<file path="config.mk">
export PLATFORM = sky130hd
export DESIGN_NAME = spi_frame_sequencer
export DESIGN_NICKNAME = d
export VERILOG_FILES = /design/src/rtl/spi_frame_sequencer_pkg.sv /design/src/rtl/spi_frame_sequencer.sv
export SDC_FILE = /design/constraint.sdc
export NUM_CORES = 1
export LEC_CHECK = 0
export CORE_UTILIZATION = 38
export DETAILED_ROUTE_END_ITERATION = 10
export SYNTH_ARGS = -nofsm -noshare
export SYNTH_HDL_FRONTEND = slang
export SYNTH_SLANG_ARGS = --single-unit
</file>
<file path="constraint.sdc">
create_clock -name clk -period 1.73 [get_ports clk]
set_input_delay 0.173 -clock clk [delete_from_list [all_inputs] [get_ports clk]]
set_output_delay 0.173 -clock clk [all_outputs]
set_load 0.05 [all_outputs]
</file>
<file path="src/rtl/spi_frame_sequencer_pkg.sv">
// Shared definitions for the SPI frame sequencer: state encoding, frame field widths
// and counter sizes.
package spi_frame_sequencer_pkg;

    localparam int   ADDR_W      = 7;
    localparam logic SPI_RW_READ = 1'b1;
    localparam int   CNT_W       = 4;
    localparam int   TO_W        = 16;

    typedef enum logic [2:0] {
        ST_IDLE    = 3'd0,
        ST_FLUSH   = 3'd1,
        ST_PUSH    = 3'd2,
        ST_WAIT_RX = 3'd3,
        ST_DONE    = 3'd4
    } state_t;

endpackage

</file>
<file path="src/rtl/spi_frame_sequencer.sv">
// Register-request front-end for the byte-wide SPI master: serialises one request into a
// frame on the tx FIFO, collects the echoed rx frame and returns a single response.
module spi_frame_sequencer
    import spi_frame_sequencer_pkg::*;
#(
    parameter int BYTES_PER_FRAME = 2,
    parameter int TIMEOUT_CYCLES  = 4096
) (
    input  logic                             clk,
    input  logic                             n_rst,
    input  logic                             req_valid,
    output logic                             req_ready,
    input  logic                             req_rw,
    input  logic [ADDR_W-1:0]                req_addr,
    input  logic [8*(BYTES_PER_FRAME-1)-1:0] req_wdata,
    output logic                             rsp_valid,
    output logic [8*(BYTES_PER_FRAME-1)-1:0] rsp_rdata,
    output logic                             rsp_err,
    output logic                             tx_wrreq,
    output logic [7:0]                       tx_data,
    input  logic                             tx_full,
    input  logic                             rx_empty,
    input  logic [7:0]                       rx_q,
    output logic                             rx_rdreq
);

    localparam int               PW       = 8 * (BYTES_PER_FRAME - 1);
    localparam int               FW       = 8 * BYTES_PER_FRAME;
    localparam logic [CNT_W-1:0] LAST_IDX = CNT_W'(BYTES_PER_FRAME - 1);
    localparam logic [TO_W-1:0]  TO_LAST  = TO_W'(TIMEOUT_CYCLES - 1);

    state_t           state;
    logic [FW-1:0]    frame;
    logic [CNT_W-1:0] idx;
    logic [CNT_W-1:0] rx_cnt;
    logic [TO_W-1:0]  to_cnt;
    logic [PW-1:0]    acc;

    // Append a received byte at the LSB end so the earliest data byte ends up in the MSB byte.
    function automatic logic [PW-1:0] shift_in(input logic [PW-1:0] cur, input logic [7:0] b);
        return PW'({cur, b});
    endfunction

    // The frame is kept MSB-first and shifted out, so the head byte is always the top byte.
    assign req_ready = (state == ST_IDLE);
    assign tx_wrreq  = (state == ST_PUSH) && !tx_full;
    assign tx_data   = frame[FW-1 -: 8];
    assign rx_rdreq  = ((state == ST_FLUSH) || (state == ST_WAIT_RX)) && !rx_empty;

    always_ff @(posedge clk or negedge n_rst) begin
        if (!n_rst) begin
            state     <= ST_IDLE;
            frame     <= '0;
            idx       <= '0;
            rx_cnt    <= '0;
            to_cnt    <= '0;
            acc       <= '0;
            rsp_valid <= 1'b0;
            rsp_rdata <= '0;
            rsp_err   <= 1'b0;
        end else begin
            rsp_valid <= 1'b0;
            case (state)
                ST_IDLE: begin
                    if (req_valid) begin
                        frame  <= {req_rw, req_addr, req_wdata};
                        idx    <= '0;
                        rx_cnt <= '0;
                        to_cnt <= '0;
                        acc    <= '0;
                        state  <= ST_FLUSH;
                    end
                end
                ST_FLUSH: begin
                    if (rx_empty) state <= ST_PUSH;
                end
                ST_PUSH: begin
                    if (!tx_full) begin
                        frame <= frame << 8;
                        idx   <= idx + 4'd1;
                        if (idx == LAST_IDX) state <= ST_WAIT_RX;
                    end
                end
                ST_WAIT_RX: begin
                    // Byte 0 is the slave's reply to the command byte and carries no data.
                    if (!rx_empty) begin
                        rx_cnt <= rx_cnt + 4'd1;
                        to_cnt <= '0;
                        if (rx_cnt != '0) acc <= shift_in(acc, rx_q);
                        if (rx_cnt == LAST_IDX) begin
                            rsp_valid <= 1'b1;
                            rsp_rdata <= shift_in(acc, rx_q);
                            rsp_err   <= 1'b0;
                            state     <= ST_DONE;
                        end
                    end else if (to_cnt == TO_LAST) begin
                        rsp_valid <= 1'b1;
                        rsp_rdata <= acc;
                        rsp_err   <= 1'b1;
                        state     <= ST_DONE;
                    end else begin
                        to_cnt <= to_cnt + 16'd1;
                    end
                end
                ST_DONE: begin
                    state <= ST_IDLE;
                end
                default: begin
                    state <= ST_IDLE;
                end
            endcase
        end
    end

endmodule
</file>
# Word level (Yosys, flattened, before mapping)
# Cells that the tools add are included.
# totals
inputBits,29
out_inout_bits,21
reg_bits,61
wordCells,78
# op_classes
muxes,34
addsub,3
n_reduce_logical,16
eq_ne,16
# op_table
cell,n
16-bit 2-to-1 mux,5
16-bit case mux with 2 select lines,2
8-bit 2-to-1 mux,6
3-bit 2-to-1 mux,7
16-bit by 1-bit adder with 16-bit output (second input constant),1
16-bit by 12-bit == test with 1-bit output (second input constant),1
4-bit case mux with 2 select lines,2
8-bit case mux with 2 select lines,1
4-bit 2-to-1 mux,3
3-bit case mux with 4 select lines,1
3-bit AND reduction,4
4-bit by 1-bit adder with 4-bit output (second input constant),2
4-bit by 1-bit == test with 1-bit output (second input constant),2
2-bit != test (second input constant),4
1-bit 2-to-1 mux,7
3-bit by 2-bit == test with 1-bit output (second input constant),2
2-bit by 1-bit != test with 1-bit output (second input constant),3
3-bit by 2-bit != test with 1-bit output (second input constant),2
6-bit AND reduction,1
2-bit nonzero test,3
4-bit AND reduction,1
4-bit nonzero test,1
3-bit by 1-bit == test with 1-bit output (second input constant),1
3-bit logical NOT,1
other kinds (4),6

# Logic depth before layout (Yosys ltp)
# logic_depth
word_depth,4
mapped_depth,7
mapped_depth_nobuf,6

# Worst setup path after synthesis
# No wires, ideal clock.
# synth_timing
path_type,register to register
start,register to_cnt[0]
end,register rsp_rdata[0]
n_path_buf,1
synth_period_minus_slack_ns,1.877
slack_ns,-0.147
stages_incl_launch_ff,7
arrival_ns,1.749
setup_time_ns,0.127
path_cell_list,dfrtp_1 ha_1 and4_1 clkbuf_1 nand3_1 o21ai_2 mux2_1
# synth_via
elab_chain_len,3
# synth_rtl
item,line_no,text
start: declaration,spi_frame_sequencer.sv:36,logic [TO_W-1:0] to_cnt;
start signal: assignment,spi_frame_sequencer.sv:102,to_cnt <= to_cnt + 16'd1;
16-bit by 12-bit == test with 1-bit output,spi_frame_sequencer.sv:96,end else if (to_cnt == TO_LAST) begin
2-bit by 1-bit != test with 1-bit output (no line),--,
3-bit AND reduction (no line),--,
end signal: assignment,spi_frame_sequencer.sv:92,"rsp_rdata <= shift_in(acc, rx_q);"
end: declaration,spi_frame_sequencer.sv:17,"output logic [8*(BYTES_PER_FRAME-1)-1:0] rsp_rdata,"
# Every way passes these cells.
# A chain may end at the register's enable or synchronous reset.

# Final worst setup path
# layout_timing
start,register state[0]
end,register to_cnt[8]
# layout_via
elab_chain_len,3
# layout_rtl
item,line_no,text
start: declaration,spi_frame_sequencer.sv:32,state_t state;
start signal: assignment,spi_frame_sequencer.sv:52,state <= ST_IDLE;
start signal: assignment,spi_frame_sequencer.sv:71,state <= ST_FLUSH;
start signal: assignment,spi_frame_sequencer.sv:75,if (rx_empty) state <= ST_PUSH;
3-bit by 2-bit == test with 1-bit output or 3-bit logical NOT (tied branches),spi_frame_sequencer.sv:63,case (state)
"3-bit != test (no line), or another cell as far along",--,
3-bit AND reduction (no line),--,
# Parallel ways exist; a longest one is shown, timed or not.

==> summary.txt <==
STA
  • Final setup violation count: 28
  • Worst setup margin: -0.162 ns
  • Setup TNS: -2.02 ns
  • Worst Max-Slew Pin Slew: 0.504 ns
  • Fin. Hold Viols: 0
  • Fmax: 0.528 GHz
  • Fin crit period: 1.89 ns
  • Worst rel slew slack: 66.4%
  • Clock Skews: 0.00826 ns
  • RSZ-0062 raised after global routing: yes
  • Count of pins over their slew limit: 0
  • Fin crit share: 109%

Worst setup path
  • Max incr delay on CP: 0.56 ns
  • Crit Path Max Fanout: 6
  • Critical path cell sequence: buf_6 > or4b_4 > a32o_2 > or3_1 > a21oi_2
  • CP top delay family: simple AND/OR/NAND/NOR gates
  • CP Buf/Inv Count: 1
  • Req. time, crit path: 2.00 ns
  • CP endpoint kind: flop
  • Crit path kind: flop to flop
  • Data arrival, critical path: 2.17 ns
  • Slowest CP cell: or4b_4
  • Startpoint Class: flop

Placement
  • Cells after DPL: 526
  • Placer congestion estimate: 0.874
  • Post-detail-place hpwl: 5440 um
  • Pre-CTS setup slack: -0.268 ns
  • Port bufs: 49

Clocking
  • CTS clk-pin slew, worst paths: 0.08 ns
  • CTS tree: done
  • Total CTS buffers: 9
  • H-tree Lvls: 3
  • Clock buffer depth: 2
  • CTS root buf: clkbuf_8
  • Worst skew pair latency: 0.34 ns
  • CTS Sinks: 61

Global routing
  • GRT Total Usage: 19.8%
  • Pin count of the biggest net entering global routing: 62
  • Remaining global-route overflow: 0
  • Global-route wire length before repair: 13400 um
  • Vias in the first global route: 2793
  • Initial antenna violation count: 0

Run status
  • Failing checks: negative setup slack
  • Status: finished with violations

Logic synthesis
  • Cell area after synthesis: 3200 um^2
  • Synth warnings: 0
  • Synthesized flop and latch total: 61
  • Register area share after synthesis: 47.6%
  • Syn_area_per_cell: 9.68 um^2
  • Post-synth EDFFs: 0
  • Share of the synthesized area in the top cell type: 47.6%
  • Synth top area cells: dfrtp_1, nand2_1, mux2i_1
  • Async SR Flop Fraction: 100%
  • Post-Syn Instances: 331
  • Syn nets: 366
  • Post-synth top flop: dfrtp_1
  • Leading area contributor after synthesis: dfrtp_1
  • Cell variety after synth: 56

Pwr
  • Leak Pwr: 2.28 nW
  • Total power draw: 7.98 mW
  • VDD IR max: 0.609 mV
  • PwrDens: 1580 nW/um^2

Detailed routing
  • Residual DRC: 0
  • Vias: 2915
  • Post-Route WL: 8380 um
  • Routed vias/inst: 5.17
  • Initial DRC Count: 78
  • Pre-antenna DRT Iters: 4
  • Drt wl/cell: 14.9 um
  • DRT antenna net count: 0

Cells and area
  • Fill count: 675
  • Final core utilization: 61.9%
  • Commonest non-fill, non-tap cell in the layout: buf_4
  • Diode count: 0
  • Layout Nets: 489
  • Finished Layout Cells: 564
  • Area Growth Syn to Fin: 57.9%
  • Commonest cells after routing, fill and taps aside: buf_4, dfrtp_1, nand2_1, clkdlybuf4s50_1, buf_6
  • Layout cell share with drive strength beyond 1: 38.8%

Floorplan
  • Rows: 33
  • Die Y-Extent: 93.8 um
  • Starting Density: 39.2%
  • Die area: 8800 um^2
  • I/O pin count: 50
  • Die X: 93.8 um
  • Core ar.: 8180 um^2

Run
  • Number of max-cap violations: 0

Hold path
  • HP Class: input pin to asynchronous set/reset pin
## worst min-delay path: stages
cell	delay, ns
dlygate4sd3_1	0.52
buf_2	0.12
buf_12	0.30
## area by class of cell
type                       instances  area, um^2  share of cell area, %
tap                              105         131                   2.60
sequential                        61        1530                   30.2
inverter                           9        38.8                  0.766
clock buffer                       9         124                   2.45
clock inverter                     7        98.8                   1.95
timing repair buffer             137        1320                   26.0
multi-input combinational        236        1820                   36.0
## through the flow
step	hold slack, ns	cell area, um^2
6_report	0.360	5060
3_5_place_dp	0.213	4290
3_3_place_gp	0.213	4290
5_1_grt	0.367	5060
4_1_cts	0.347	4850
2_1_floorplan	-0.123	3250
## state kept, by name, indices dropped and copies added (netlist names), 3 cells and up
| register | flops |
|---|---|
| idx | 4 |
| rsp_rdata | 8 |
| rx_cnt | 4 |
| frame | 16 |
| acc | 8 |
| to_cnt | 16 |
| state | 3 |
## worst paths after layout
check	slack, ns	depth (start not counted)	to	start
max reg2reg	-0.16	5	to_cnt[8]	state[0]
min in group clk	0.36	3	frame[6]	req_wdata[6]
min reg2reg	0.49	2	acc[7]	acc[7]
max	-0.16	5	to_cnt[8]	state[0]
max in group asynchronous	1.08	3	state[2]	n_rst
min	0.36	3	to_cnt[13]	n_rst
## cell usage after synthesis (2+ instances only)
cell,count
mux2i_1,12
buf_2,6
nor4bb_1,2
mux2_1,9
nor3_1,2
xor2_1,4
nand2b_1,5
or3b_1,2
clkbuf_1,10
nand3b_1,3
o21ai_0,5
inv_1,8
nand4_1,9
mux2_2,8
nor4_1,2
and4_1,2
and3_1,3
dfrtp_1,61
nor2_1,17
or3_1,4
nor3b_1,2
nand3_1,15
o221ai_1,3
and2_1,3
o2111ai_1,2
ha_1,6
a31oi_1,3
a21oi_1,21
buf_4,8
nand2_1,55
o21ai_1,14
## layer usage
layer  vias up  GRT usage [%]  wire [um]
met5         -              0          0
met4         0           8.08        170
met3        12           3.48        306
met2        53           33.2       4270
met1      1426           25.1       3630
li1       1424              -          -
## timing repair
item	4_1_cts	5_1_grt
pin swaps	10	7
cloned	1	0
hold endpoints to repair	61	0
hold buffers	1	0
setup buffers	18	5
resized for setup	53	44
endpoints found under the setup margin	48	57
## cell families (layout without fill, tap and decap cells)
kind of cell | after synthesis | in the layout | share of synthesized area [%]
AO/OA/AOI/OAI | 60 | 60 | 11.4
XOR/XNOR | 4 | 4 | 1.09
adder cells (fa/ha/maj) | 6 | 6 | 2.34
buffers and inverters | 34 | 162 | 5.15
flip-flops | 61 | 61 | 47.6
multiplexers | 29 | 29 | 9.72
AND/OR/NAND/NOR | 137 | 137 | 22.6
## report_power, final
group,switching (mW),internal [mW]
clock,0.623,0.818
combinational,2.26,2.15
sequential,0.278,1.86
Note: power is estimated with default switching activity, not from simulation.
